### config.mk
export PLATFORM = sky130hd
export DESIGN_NAME = i2c_master_wr_flat
export DESIGN_NICKNAME = d
export VERILOG_FILES = /design/src/rtl/i2c_master_wr_if.sv /design/src/rtl/i2c_master_wr.sv /design/src/flat_wrapper.sv
export SDC_FILE = /design/constraint.sdc
export NUM_CORES = 1
export LEC_CHECK = 0
export ABC_AREA = 1
export CAP_MARGIN = 40
export CORE_UTILIZATION = 55
export CTS_CLUSTER_DIAMETER = 150
export DETAILED_ROUTE_END_ITERATION = 16
export DONT_BUFFER_PORTS = 1
export PLACE_DENSITY = 0.72
export RECOVER_POWER = 25
export SETUP_SLACK_MARGIN = 0.15
export SYNTH_ARGS = -nofsm -noshare
export SYNTH_HDL_FRONTEND = slang
export SYNTH_SLANG_ARGS = --single-unit
export TNS_END_PERCENT = 10
### constraint.sdc
create_clock -name clk -period 2.4 [get_ports clk]
set_clock_uncertainty 0.2 [all_clocks]
set_input_delay 0.24 -clock clk [delete_from_list [all_inputs] [get_ports clk]]
set_output_delay 0.24 -clock clk [all_outputs]
set_load 0.02 [all_outputs]
### src/rtl/i2c_master_wr_if.sv
// Command/status and open-drain line bundle between the I2C write master and its user.
interface i2c_master_wr_if #(
  parameter int MAX_BYTES = 4,
  parameter int LEN_W     = $clog2(MAX_BYTES + 1)
) ();
  logic                   start;
  logic [6:0]             addr;
  logic [8*MAX_BYTES-1:0] data;
  logic [LEN_W-1:0]       len;
  logic                   busy;
  logic                   done;
  logic                   nack;
  logic                   scl_oe;
  logic                   sda_oe;
  logic                   scl_i;
  logic                   sda_i;

  modport master (
    input  start, addr, data, len, scl_i, sda_i,
    output busy, done, nack, scl_oe, sda_oe
  );

  modport slave (
    output start, addr, data, len, scl_i, sda_i,
    input  busy, done, nack, scl_oe, sda_oe
  );
endinterface

### src/rtl/i2c_master_wr.sv
// I2C write-only master: START, address+W, up to MAX_BYTES data bytes, STOP.
// Each bit is four prescaled quarters; the slave may stretch SCL in the high half.
module i2c_master_wr #(
  parameter int CLK_DIV   = 4,
  parameter int MAX_BYTES = 4,
  parameter int LEN_W     = $clog2(MAX_BYTES + 1)
) (
  input  logic           clk,
  input  logic           rst,
  i2c_master_wr_if.master bus
);
  localparam int PW = (CLK_DIV > 1) ? $clog2(CLK_DIV) : 1;
  localparam logic [PW-1:0]    PRESC_LAST = PW'(CLK_DIV - 1);
  localparam logic [LEN_W-1:0] LEN_MAX    = LEN_W'(MAX_BYTES);

  typedef enum logic [2:0] {IDLE, START, ADDR, ACK_A, DATA, ACK_D, STOP} state_t;

  state_t                 state_reg, state_next;
  logic [PW-1:0]          presc_reg;
  logic [1:0]             q_reg;
  logic [2:0]             bit_cnt_reg;
  logic [LEN_W-1:0]       byte_cnt_reg;
  logic [LEN_W-1:0]       len_reg;
  logic [7:0]             shift_reg;
  logic [8*MAX_BYTES-1:0] data_reg;
  logic                   nack_reg;
  logic                   done_reg;
  logic                   scl_oe, sda_oe;
  logic                   stall, tick, bit_end, last_bit, accept;

  // The slave holding SCL low after we released it freezes the quarter timer.
  assign stall    = q_reg[1] && !scl_oe && !bus.scl_i;
  assign tick     = (presc_reg == PRESC_LAST) && !stall;
  assign bit_end  = tick && (q_reg == 2'd3);
  assign last_bit = (bit_cnt_reg == 3'd7);
  // done_reg blocks a start arriving in the very cycle the previous transfer reports.
  assign accept   = (state_reg == IDLE) && bus.start && !done_reg;

  always_ff @(posedge clk or posedge rst) begin
    if (rst) state_reg <= IDLE;
    else     state_reg <= state_next;
  end

  always_comb begin
    state_next = state_reg;
    scl_oe     = 1'b0;
    sda_oe     = 1'b0;
    unique case (state_reg)
      IDLE:  if (accept) state_next = START;
      START: begin
        sda_oe = q_reg[1];
        if (bit_end) state_next = ADDR;
      end
      ADDR: begin
        scl_oe = !q_reg[1];
        sda_oe = !shift_reg[7];
        if (bit_end && last_bit) state_next = ACK_A;
      end
      ACK_A: begin
        scl_oe = !q_reg[1];
        if (bit_end) state_next = (nack_reg || len_reg == '0) ? STOP : DATA;
      end
      DATA: begin
        scl_oe = !q_reg[1];
        sda_oe = !shift_reg[7];
        if (bit_end && last_bit) state_next = ACK_D;
      end
      ACK_D: begin
        scl_oe = !q_reg[1];
        if (bit_end) state_next = (nack_reg || byte_cnt_reg == len_reg) ? STOP : DATA;
      end
      STOP: begin
        scl_oe = (q_reg == 2'd0);
        sda_oe = !q_reg[1];
        if (bit_end) state_next = IDLE;
      end
      default: state_next = IDLE;
    endcase
  end

  always_ff @(posedge clk or posedge rst) begin
    if (rst) begin
      presc_reg    <= '0;
      q_reg        <= '0;
      bit_cnt_reg  <= '0;
      byte_cnt_reg <= '0;
      len_reg      <= '0;
      shift_reg    <= '0;
      data_reg     <= '0;
      nack_reg     <= 1'b0;
      done_reg     <= 1'b0;
    end else begin
      done_reg <= 1'b0;
      if (state_reg == IDLE) begin
        presc_reg <= '0;
        q_reg     <= '0;
        if (accept) begin
          shift_reg    <= {bus.addr, 1'b0};
          data_reg     <= bus.data;
          len_reg      <= (bus.len > LEN_MAX) ? LEN_MAX : bus.len;
          bit_cnt_reg  <= '0;
          byte_cnt_reg <= '0;
          nack_reg     <= 1'b0;
        end
      end else if (!stall) begin
        presc_reg <= (presc_reg == PRESC_LAST) ? '0 : presc_reg + 1'b1;
        if (tick) q_reg <= q_reg + 2'd1;
        if ((state_reg == ACK_A || state_reg == ACK_D) && tick && q_reg == 2'd2 && bus.sda_i)
          nack_reg <= 1'b1;
        if (bit_end) begin
          case (state_reg)
            ADDR, DATA: begin
              shift_reg   <= {shift_reg[6:0], 1'b0};
              bit_cnt_reg <= bit_cnt_reg + 3'd1;
              if (state_reg == DATA && last_bit) byte_cnt_reg <= byte_cnt_reg + 1'b1;
            end
            // Payload is consumed from the low byte upward.
            ACK_A, ACK_D: if (state_next == DATA) begin
              shift_reg <= data_reg[7:0];
              data_reg  <= data_reg >> 8;
            end
            STOP:    done_reg <= 1'b1;
            default: ;
          endcase
        end
      end
    end
  end

  assign bus.busy   = (state_reg != IDLE);
  assign bus.done   = done_reg;
  assign bus.nack   = nack_reg;
  assign bus.scl_oe = scl_oe;
  assign bus.sda_oe = sda_oe;
endmodule

### src/flat_wrapper.sv
// flat-port wrapper written by rule: the top's interface ports become plain ports
module i2c_master_wr_flat 
#(
  parameter int CLK_DIV   = 4,
  parameter int MAX_BYTES = 4,
  parameter int LEN_W     = $clog2(MAX_BYTES + 1)
)
  (clk, rst, bus_start, bus_addr, bus_data, bus_len, bus_scl_i, bus_sda_i, bus_busy, bus_done, bus_nack, bus_scl_oe, bus_sda_oe);
  i2c_master_wr_if #(.MAX_BYTES(MAX_BYTES), .LEN_W(LEN_W)) bus_i ();
  input  logic clk;
  input  logic rst;
  input wire logic [$bits(bus_i.start)-1:0] bus_start;
  input wire logic [$bits(bus_i.addr)-1:0] bus_addr;
  input wire logic [$bits(bus_i.data)-1:0] bus_data;
  input wire logic [$bits(bus_i.len)-1:0] bus_len;
  input wire logic [$bits(bus_i.scl_i)-1:0] bus_scl_i;
  input wire logic [$bits(bus_i.sda_i)-1:0] bus_sda_i;
  output wire logic [$bits(bus_i.busy)-1:0] bus_busy;
  output wire logic [$bits(bus_i.done)-1:0] bus_done;
  output wire logic [$bits(bus_i.nack)-1:0] bus_nack;
  output wire logic [$bits(bus_i.scl_oe)-1:0] bus_scl_oe;
  output wire logic [$bits(bus_i.sda_oe)-1:0] bus_sda_oe;
  assign bus_i.start = bus_start;
  assign bus_i.addr = bus_addr;
  assign bus_i.data = bus_data;
  assign bus_i.len = bus_len;
  assign bus_i.scl_i = bus_scl_i;
  assign bus_i.sda_i = bus_sda_i;
  assign bus_busy = bus_i.busy;
  assign bus_done = bus_i.done;
  assign bus_nack = bus_i.nack;
  assign bus_scl_oe = bus_i.scl_oe;
  assign bus_sda_oe = bus_i.sda_oe;
  i2c_master_wr #(.CLK_DIV(CLK_DIV), .MAX_BYTES(MAX_BYTES), .LEN_W(LEN_W)) u_core (.clk(clk), .rst(rst), .bus(bus_i));
endmodule
==> summary.md, run 1 <==
| Metric | Value |
|---|---|
| Maximum clock frequency | ~0.45 GHz |
| Critical path launch point type | flip-flop |
| Clk slew on worst S/H paths | about 0.070 ns |
| Initial Util | a little under three fifths |
| Top post-synthesis cells by area | dfrtp_1 (46%), nand2_1 (23%), nand3_1 (8.1%), ha_1 (2.8%), inv_1 (2.3%) |
| CP dominant cell by count | nand2_1 |
| Pwr Density | 1030 nW/um^2 |
| Post-synth cell types | 31 |
| Cell Int Power | about 2500 uW |
| Gr ovfl total | 0 |
| CP Buf/Inv Count | 2 |
| Final Hold Fails | 1 |
| Hold Path Class | input port to flip-flop |
| CTS tree | done |
| RSZ-0062 raised after global routing | true |
| Req. time, crit path | 2.43 ns |
| Setup violations, final | 0 |
| DRC viols | 0 |
| Commonest cells in the netlist | nand2_1 (195), dfrtp_1 (58), nand3_1 (51) |
| CP top delay family | simple AND/OR/NAND/NOR gates |
| Worst setup startpoint | u_core.q_reg[0] |
| Detailed router's first-iteration violation count | 247 |
| Most numerous cell in the Yosys netlist | nand2_1 |
| Critical Path Fanout Max | 12 |
| CP cell instances | inv_2, ha_4, nand4_4, nand2_4, nand3_4, o21ai_0, nand2_1, nand2_2, nor2_4, nand2_4, buf_12, nand2_8, nand2_1, nand2_1 |
| GP Congestion | 0.824 |
| CP Capture Type | flip-flop |
| Critical path arrival | 2.26 ns |
| Footprint of the multi-input gates | 1660 sq um |
| Final worst slack | 0.176 ns |
| LEAKAGE | 0.00219 uW |
| Total length of routed wires | 8.62 mm |
| Clock Power Share | about a fifth |
| Antenna-violating nets left | 0 |
| Std cell rows | 27 |
| Setup Slack @ Placement | -0.0412 ns |
| Setup TNS | 0 ns |
| Register area | 1450 sq um |
| Die Y | 77.6 um |
| Routed vias/inst | 5.48 |
| Die ar. | between 6000 and 7000 sq um |
| Average wire per standard cell | 15.1 um |
| Sw Ratio | 41.4% |
| Max-slew violations | 0 |
| Hold path start | bus_scl_i |
| Design Area, Final | 4190 sq um |
| Placed cell areas | roughly 3300 sq um |
| Pin count of the biggest net entering global routing | 35 |
| H-tree lvl count | 3 |
| Crit Path Class | flip-flop to flip-flop |
| Period utilization | around 93% |
| Worst R2R Start | u_core.q_reg[0] |
| Hold Slack | -0.0224 ns |
| Worst slew margin | 28.7% |
| Cts bufs inserted | 9 |
| Cell area after synthesis | 3140 sq um |
| Top_reg_cell synth | dfrtp_1 |
| Fin util | 76.1% |
| Clk buf depth | 2 |
| Share of the synthesized area in the top cell type | 46.2% |
| Dominant cell type by area after synthesis | dfrtp_1 |
| Share of layout cells above drive strength 1 | between 10% and 20% |
| Slew @ Worst Pin | 1.07 ns |
| Post-Syn Instances | about 420 |
| Number of port buffers | 0 |
| Worst vdd ir | 0.000668 V |
| Power consumption | roughly 4300 uW |
| Sequential share of power | 36.6% |
| # diodes | 0 |
| Clk sink count | 58 |
| Run status | complete, but fails checks |
| Asr flop ratio synth | 100% |
| Vias in the first global route | roughly 2900 |
| Layout area overhead | 33.4% |
| Ys Warns | 0 |
| P_sw | approximately 1800 uW |
| Filler instances | 384 |
| Post-DP HPWL | 4.76 mm |
| Syn Nets | between 400 and 500 |
| First-pass GRT wire length | 13.2 mm |
| Failing checks | hold timing |
| Flop and latch count out of synthesis | 58 |
| Final min period | 2.22 ns |
| Drt pass-1 iters | 5 |
| Core area | 5510 sq um |
| Critical Path Max Stage Delay | between 0.3 and 0.4 ns |
| Mean Syn Cell Area | 7.41 sq um |
| Initial antenna violation count | 0 |
| Worst-Skew Late Latency | 0.34 ns |
| Largest register FFs | 32 |
| Total track usage | around 29% |
| Sequential area share after synthesis | 46.2% |
| Post-synth EDFFs | 0 |
| Cell with the largest stage delay on the worst path | dfrtp_1 |
| IO Pins | 52 |
| Post-layout nets | 548 |
| Max-Cap Viols | 0 |
| Root buffer cell | clkbuf_8 |
| Die W | 77.6 um |
| DR vias | 3124 |
| Logic gate share of total power | between 40% and 50% |
cell type report:
cell class / count / area share (%)
Tap cell: 72 / 2.15
Multi-Input combinational cell: 326 / 39.6
Clock buffer: 13 / 3.79
Sequential cell: 58 / 34.7
Inverter: 25 / 2.24
Timing Repair Buffer: 74 / 17.2
Clock inverter: 2 / 0.299
power by group through the flow:
stage               clock network [uW]  logic [uW]  registers, uW
floorplan                            0        1170           1520
global placement                     0        1470           1560
finish                             815        1920           1580
global route                       855        2120           1610
detailed placement                   0        1510           1570
CTS                                809        1630           1550
cells by family after synthesis:
logic type	after synthesis	share of synthesized area [%]
compound gates	31	5.78
xor+xnor	3	0.837
fa+ha+maj	7	2.79
buf+inv	42	5.82
flops	58	46.2
simple gates	283	38.6
final timing paths:
| kind | depth (start not counted) | end | slack (ns) |
|---|---|---|---|
| max in group asynchronous | 3 | u_core.shift_reg[3] | 0.86 |
| max | 14 | u_core.data_reg[23] | 0.18 |
| min | 3 | u_core.presc_reg[1] | -0.02 |
| min in group asynchronous | 2 | u_core.data_reg[27] | 0.41 |
| min reg2reg | 2 | u_core.shift_reg[0] | 0.28 |
| max reg2reg | 14 | u_core.data_reg[23] | 0.18 |
worst reg2reg max path, delay by kind of cell, from the launching register on:
family | cells | cell delay (ns)
compound gates | 1 | 0.19
fa+ha+maj | 1 | 0.15
buf+inv | 2 | 0.25
flops | 1 | 0.39
simple gates | 10 | 0.96
stage by stage:
step,cells,hold WS (ns)
floorplan,424,0.157
global placement,492,0.00678
detailed placement,492,0.0104
CTS,554,0.00363
global route,570,-0.0000478
finish,570,-0.0224
layer usage:
metal / routed length (um) / GRT usage, % / vias to the layer above
met5: 0 / 0 / -
met4: 216 / 14.0 / 0
met3: 475 / 4.12 / 27
met2: 4330 / 47.3 / 138
met1: 3600 / 37.3 / 1459
li1: - / - / 1500
cells in the final DEF, fill, tap and decap left out, types with 5 or more instances in the layout:
cell | netlist | final
a21oi_1 | 7 | 5
nand2_1 | 195 | 183
dfrtp_1 | 58 | 56
clkbuf_8 | 0 | 11
dlygate4sd3_1 | 0 | 40
buf_4 | 1 | 28
o21ai_0 | 13 | 13
nand2_2 | 4 | 13
inv_2 | 6 | 8
nand3_1 | 51 | 49
nor2_1 | 19 | 18
nand2_4 | 2 | 5
ha_1 | 7 | 6
a31oi_1 | 7 | 7
inv_1 | 19 | 17
what timing repair did:
item	in CTS	in global routing
pin swaps	4	9
buffers inserted	6	14
gates cloned	1	2
hold endpoints to repair	61	0
setup endpoints to repair	40	50
resized for setup	13	26
hold buffers	40	0
No activity file was read; power rests on OpenSTA's default activity.
==> inputs of run 2 (changes only) <==
- PLACE_DENSITY: 0.72 -> 0.81
==> run 2 against run 1 <==
Effect of this change:
- the flow still finishes with violations (hold timing)
- sequential power about the same
- via count increased by 4.0%
- critical path depth decreased by 2
- count of clock-buffer cells in the layout decreased by 1
- clock power increased by 8.8%
- routed wire length increased by 8.7%
- critical endpoint is now u_core.data_reg[26]
- maximum frequency decreased by 4.4%
- non-clock buffer count decreased by 1
- hold slack improved by 0.020 ns
- sequential cell count unchanged
==> summary.md, run 2 (synthesized netlist as in run 1, its figures left out) <==
| Metric | Value |
|---|---|
| Period utilization | just under 100% |
| First-pass GRT wire length | 13.0 mm |
| Hold Slack | -0.00237 ns |
| Share of layout cells above drive strength 1 | 16.5% |
| Worst-Skew Late Latency | 0.34 ns |
| Worst slew margin | 21.5% |
| Clk buf depth | 2 |
| Cts bufs inserted | 9 |
| Core area | 5510 sq um |
| Sw Ratio | 41.7% |
| Setup TNS | 0 ns |
| Failing checks | hold timing |
| CP dominant cell by count | nand2_1 |
| Critical Path Fanout Max | 8 |
| Initial antenna violation count | 0 |
| Logic gate share of total power | 43.6% |
| Post-DP HPWL | between 4 and 5 mm |
| IO Pins | 52 |
| CP cell instances | buf_4, ha_1, nand3_4, nand2_1, nand2_1, nand2_1, nand2_2, nor2_4, nand2_8, buf_12, nand3_1, nand2_1 |
| Die Y | 77.6 um |
| Max-slew violations | 0 |
| Clock Power Share | 20.2% |
| Final Non-Filler Cells | 568 |
| Cell with the largest stage delay on the worst path | dfrtp_1 |
| Slew @ Worst Pin | approximately 1.2 ns |
| Max-Cap Viols | 0 |
| Gr ovfl total | 0 |
| Critical path arrival | 2.35 ns |
| Root buffer cell | clkbuf_8 |
| Dpl cells | 493 |
| DR vias | between 3000 and 4000 |
| Maximum clock frequency | about 0.43 GHz |
| Post-layout nets | 546 |
| Routed vias/inst | between 5 and 6 |
| GP Congestion | 0.908 |
| Antenna-violating nets left | 0 |
| Die W | 77.6 um |
| Cell Int Power | 2560 uW |
| # diodes | 0 |
| Total length of routed wires | 9.37 mm |
| Vias in the first global route | 2829 |
| CP Buf/Inv Count | 2 |
| Critical Path Max Stage Delay | between 0.3 and 0.4 ns |
| Final min period | 2.33 ns |
| Final Hold Fails | 1 |
| P_sw | 1830 uW |
| Number of port buffers | 0 |
| R2r setup slk | 0.07 ns |
| Worst vdd ir | 0.000644 V |
| Pwr Density | 1040 nW/um^2 |
| Hold Path Class | input port to flip-flop |
| Std cell rows | 27 |
| DRC viols | 0 |
| Sequential share of power | between 30% and 40% |
| Clk sink count | 58 |
| Largest register FFs | 32 |
| Detailed router's first-iteration violation count | 300 |
| Die ar. | roughly 6000 sq um |
| Most frequent cells in the layout | nand2_1 (190), dfrtp_1 (56), nand3_1 (50) |
| Total track usage | between 20% and 30% |
| CTS tree | done |
| Clk slew on worst S/H paths | 0.07 ns |
| Run status | complete, but fails checks |
| Average wire per standard cell | 16.5 um |
| Drt pass-1 iters | 5 |
| Req. time, crit path | 2.43 ns |
| Layout area overhead | 34.4% |
| H-tree lvl count | 3 |
| CP Capture Type | flip-flop |
| CP top delay family | simple AND/OR/NAND/NOR gates |
| RSZ-0062 raised after global routing | false |
| Commonest non-fill, non-tap cell in the layout | nand2_1 |
| Setup violations, final | 0 |
| LEAKAGE | 0.00218 uW |
| Crit Path Class | flip-flop to flip-flop |
| Initial Util | 57.0% |
| Critical path launch point type | flip-flop |
| Pin count of the biggest net entering global routing | 36 |
run 2: cell types whose count changed in the layout (fill, tap and decap cells not counted), sizes merged:
cell / before / now
dlygate4sd3: 40 / 42
bufinv: 0 / 1
nand2: 203 / 202
buf: 34 / 28
inv: 25 / 24
clkinvlp: 1 / 0
clkbuf: 13 / 15
clkinv: 1 / 3
run 2: timing repair:
item                                    4_1_cts  5_1_grt
pin swaps                                     1        8
gates resized for setup                       7       33
endpoints found under the setup margin       35       50
hold buffers                                 42        0
buffers inserted                              1       12
gates cloned                                  0        5
hold endpoints to repair                     70        0
run 2: cell type report:
class | count | area [sq um]
fill | 366 | 1290
clock buffer | 12 | 145
clock inverter | 3 | 40.0
timing repair buffer | 73 | 741
tap | 72 | 90.1
inverter | 25 | 98.8
sequential | 58 | 1450
multi-input combinational | 325 | 1650
run 2: final timing paths:
| check | cells after the start | to | from |
|---|---|---|---|
| worst max-delay path | 12 | u_core.data_reg[26] | u_core.q_reg[1] |
| worst min-delay path | 4 | u_core.shift_reg[5] | bus_addr[4] |
| worst max register to register | 12 | u_core.data_reg[26] | u_core.q_reg[1] |
| worst min register to register | 2 | u_core.shift_reg[6] | u_core.shift_reg[6] |
| max in group asynchronous | 3 | u_core.state_reg[1] | rst |
| min in group asynchronous | 2 | u_core.data_reg[26] | rst |
run 2: per-stage QoR:
step	worst slack, ns	cell area [sq um]	total power, uW	utilization, %	hold WS (ns)
2_1_floorplan	0.269	3140	2690	-	0.157
3_3_place_gp	0.154	3250	3000	59.0	0.0394
3_5_place_dp	0.0554	3250	3060	59.0	0.0466
4_1_cts	0.106	3890	4020	70.7	0.00398
5_1_grt	0.0191	4220	4680	76.6	0.0142
6_report	0.0736	4220	4380	76.6	-0.00237
run 2: power groups by stage:
stage / clock network, uW / registers, uW / logic, uW
global route: 944 / 1620 / 2110
finish: 887 / 1590 / 1910
CTS: 883 / 1560 / 1580
global placement: 0 / 1560 / 1440
floorplan: 0 / 1520 / 1170
detailed placement: 0 / 1570 / 1490
run 2: per-layer routing:
layer / part of all wire, % / GRT usage, %
met1: 41 / 35.7
met2: 48 / 45.0
met3: 7.0 / 5.65
met4: 4.6 / 14.7
met5: 0 / 0
run 2: worst reg2reg max path, stage by stage (launching register included):
cell and delay (ns):
dfrtp_1 0.38, buf_4 0.18, ha_1 0.29, nand3_4 0.15
nand2_1 0.10, nand2_1 0.05, nand2_1 0.10, nand2_2 0.11
nor2_4 0.17, nand2_8 0.14, buf_12 0.17, nand3_1 0.09
nand2_1 0.08
==> inputs of run 3 (changes only) <==
- ABC_AREA: 1 -> 0
- PLACE_DENSITY: 0.81 -> 0.75
==> run 3 against run 2 <==
Effect of this change:
- the run now ends clean
- critical path depth shrank 4
- design area is 1.8% lower
- hold slack improved by 0.020 ns
- die area fell by 2.0%
- cell count decreased by 18%
- sequential cell count stayed put
- maximum frequency rose by 1.6%
- routed wire length fell by 5.5%
==> summary.md, run 3 <==
| Metric | Value |
|---|---|
| Final min period | 2.29 ns |
| Largest register FFs | 32 |
| Total track usage | 28.9% |
| R2r setup slk | 0.11 ns |
| Sw Ratio | 38.9% |
| Dpl cells | 394 |
| Clk sink count | 58 |
| Sequential share of power | 35.5% |
| Fin util | 79.1% |
| Cell Int Power | approximately 2900 uW |
| Post-synth cell types | 46 |
| Worst r2r dst | u_core.data_reg[15] |
| Initial Util | ~59% |
| Cts bufs inserted | 9 |
| Max-slew violations | 0 |
| Post-Syn Instances | about 320 |
| Hold Slack | 0.0174 ns |
| Drt pass-1 iters | 5 |
| First-pass GRT wire length | ~13 mm |
| H-tree lvl count | 3 |
| Most numerous cell in the Yosys netlist | nand2_1 |
| Dominant cell type by area after synthesis | dfrtp_1 |
| Final Hold Fails | 0 |
| Cell area after synthesis | 3080 sq um |
| Slew @ Worst Pin | 0.756 ns |
| Gr ovfl total | 0 |
| Worst slew margin | 49.5% |
| Commonest non-fill, non-tap cell in the layout | nand2_1 |
| Mean Syn Cell Area | 9.74 sq um |
| Asr flop ratio synth | 100% |
| Post-DP HPWL | between 4 and 5 mm |
| Share of layout cells above drive strength 1 | 19.6% |
| Worst vdd ir | between 0.0007 and 0.0008 V |
| GP Congestion | about 0.86 |
| R2R cell count | 8 |
| Antenna-violating nets left | 0 |
| Crit Path Class | flip-flop to flip-flop |
| Critical Path Max Stage Delay | about 0.41 ns |
| Vias in the first global route | 2740 |
| Run status | finished, final reports clean |
| Design Area, Final | 4140 sq um |
| Hold Path Class | input port to flip-flop |
| CP top delay family | flip-flops |
| Logic gate share of total power | a little under half |
| IO Pins | 52 |
| Max-Cap Viols | 0 |
| Top post-synthesis cells by area | dfrtp_1 (47%), nand2_1 (12%), mux2_1 (7.7%), mux2_2 (3.3%), mux2i_1 (2.9%) |
| Final Non-Filler Cells | 467 |
| Hold path start | bus_addr[4] |
| Initial antenna violation count | 0 |
| Worst R2R Start | u_core.presc_reg[0] |
| Critical Path Fanout Max | 8 |
| Pwr Density | 1140 nW/um^2 |
| Filler instances | 294 |
| Post-layout nets | 447 |
| P_sw | 1840 uW |
| Total length of routed wires | 8.86 mm |
| Maximum clock frequency | about 0.44 GHz |
| Commonest cells in the netlist | nand2_1 (101), dfrtp_1 (58), mux2_1 (21) |
| Setup violations, final | 0 |
| Die ar. | 5900 sq um |
| Sequential area share after synthesis | 47.2% |
| Share of the synthesized area in the top cell type | 47.2% |
| Layout area overhead | 34.6% |
| CP cell instances | ha_4, nand2_2, or2_4, a2111oi_4, buf_4, nor2_4, buf_12, mux2_1 |
| Clk slew on worst S/H paths | around 0.07 ns |
| Clk buf depth | 2 |
| LEAKAGE | 0.00192 uW |
| Clock Power Share | 18.7% |
| # diodes | 0 |
| DRC viols | 0 |
| Period utilization | 95.4% |
| Worst Hold End | u_core.shift_reg[5] |
| Most frequent cells in the layout | nand2_1 (100), dfrtp_1 (57), dlygate4sd3_1 (44) |
| Post-synth EDFFs | 0 |
| Root buffer cell | clkbuf_8 |
| Core area | 5240 sq um |
| Average wire per standard cell | 19.0 um |
| Req. time, crit path | 2.41 ns |
| Number of port buffers | 0 |
| Ys Warns | 0 |
| Std cell rows | 26 |
| Top_reg_cell synth | dfrtp_1 |
| Critical path arrival | approximately 2.3 ns |
| Flop and latch count out of synthesis | 58 |
| Worst-Skew Late Latency | roughly 0.34 ns |
| Routed vias/inst | roughly 6 |
| CTS tree | done |
| Syn Nets | 370 |
| Detailed router's first-iteration violation count | 239 |
| Die Y | 76.8 um |
| Placed cell areas | 3260 sq um |
| RSZ-0062 raised after global routing | true |
| Die W | 76.8 um |
| Cell with the largest stage delay on the worst path | dfrtp_1 |
| Pin count of the biggest net entering global routing | 27 |
| Critical path launch point type | flip-flop |
| CP Buf/Inv Count | 2 |
| CP Capture Type | flip-flop |
| Hold depth | 3 |
| DR vias | about 2800 |
==> run 3: kinds of logic (layout without fill, tap and decap cells) <==
| family | Yosys count | count (layout) | synth area share, % |
|---|---|---|---|
| and+or+nand+nor | 133 | 134 | 19.3 |
| DFF | 58 | 58 | 47.2 |
| AOI/OAI and AO/OA | 50 | 50 | 11.6 |
| muxes | 40 | 40 | 14.4 |
| buffers and inverters | 24 | 104 | 3.50 |
| adders and majority gates | 7 | 7 | 2.85 |
| xor gates and xnor gates | 4 | 4 | 1.14 |
==> run 3: area by class of cell <==
type / instances / area [sq um] / area share (%)
sequential: 58 / 1450 / 35.1
multi-input combinational: 235 / 1590 / 38.4
tap: 70 / 87.6 / 2.11
clock buffer: 13 / 149 / 3.59
timing repair buffer: 80 / 792 / 19.1
clock inverter: 2 / 37.5 / 0.906
inverter: 9 / 33.8 / 0.815
==> run 3: worst max path at each step <==
stage | startpoint | endpoint | slack [ns] | cells past startpoint
final | u_core.presc_reg[0] | u_core.data_reg[15] | 0.11 | 8
after global routing | u_core.len_reg[2] | u_core.data_reg[6] | 0.04 | 8
after CTS | u_core.state_reg[1] | u_core.bit_cnt_reg[2] | 0.10 | 7
after detailed placement | u_core.byte_cnt_reg[1] | u_core.data_reg[6] | -0.11 | 6
after global placement | u_core.q_reg[1] | u_core.data_reg[7] | -0.08 | 5
after floorplan | u_core.q_reg[1] | u_core.data_reg[10] | 0.17 | 7
==> run 3: tightest hold or removal path, cell delays in order <==
cell and delay, ns:
nand2_1 0.03, o21ai_0 0.09, mux2_2 0.16
==> run 3: power groups by stage <==
stage               combinational [uW]  clock (uW)  sequential [uW]
floorplan                         1320           0             1570
global placement                  1700           0             1620
detailed placement                1770           0             1640
CTS                               1860         873             1630
global route                      2370         930             1720
finish                            2170         887             1680
==> run 3: per-layer routing <==
metal / vias up / share of wire, % / track usage [%]
met4: 0 / 3.5 / 12.3
met2: 158 / 50 / 46.6
met3: 36 / 7.0 / 7.62
met1: 1371 / 40 / 36.7
met5: - / 0 / 0
li1: 1228 / - / -
==> run 3: timing repair <==
action                                  4_1_cts  5_1_grt
gates cloned                                  1        2
pin swaps                                     2        8
setup buffers                                 2        9
endpoints found under the setup margin       36       36
hold buffers                                 44        0
resized for setup                             2       17
endpoints found under the hold margin        62        0
==> run 3: per-stage QoR <==
| step | TNS, ns | setup WS, ns | total power, uW |
|---|---|---|---|
| final | 0 | 0.110 | 4740 |
| after global routing | 0 | 0.0410 | 5030 |
| after CTS | 0 | 0.103 | 4360 |
| after detailed placement | -2.12 | -0.110 | 3410 |
| after global placement | -1.23 | -0.0758 | 3320 |
| after floorplan | 0 | 0.173 | 2900 |
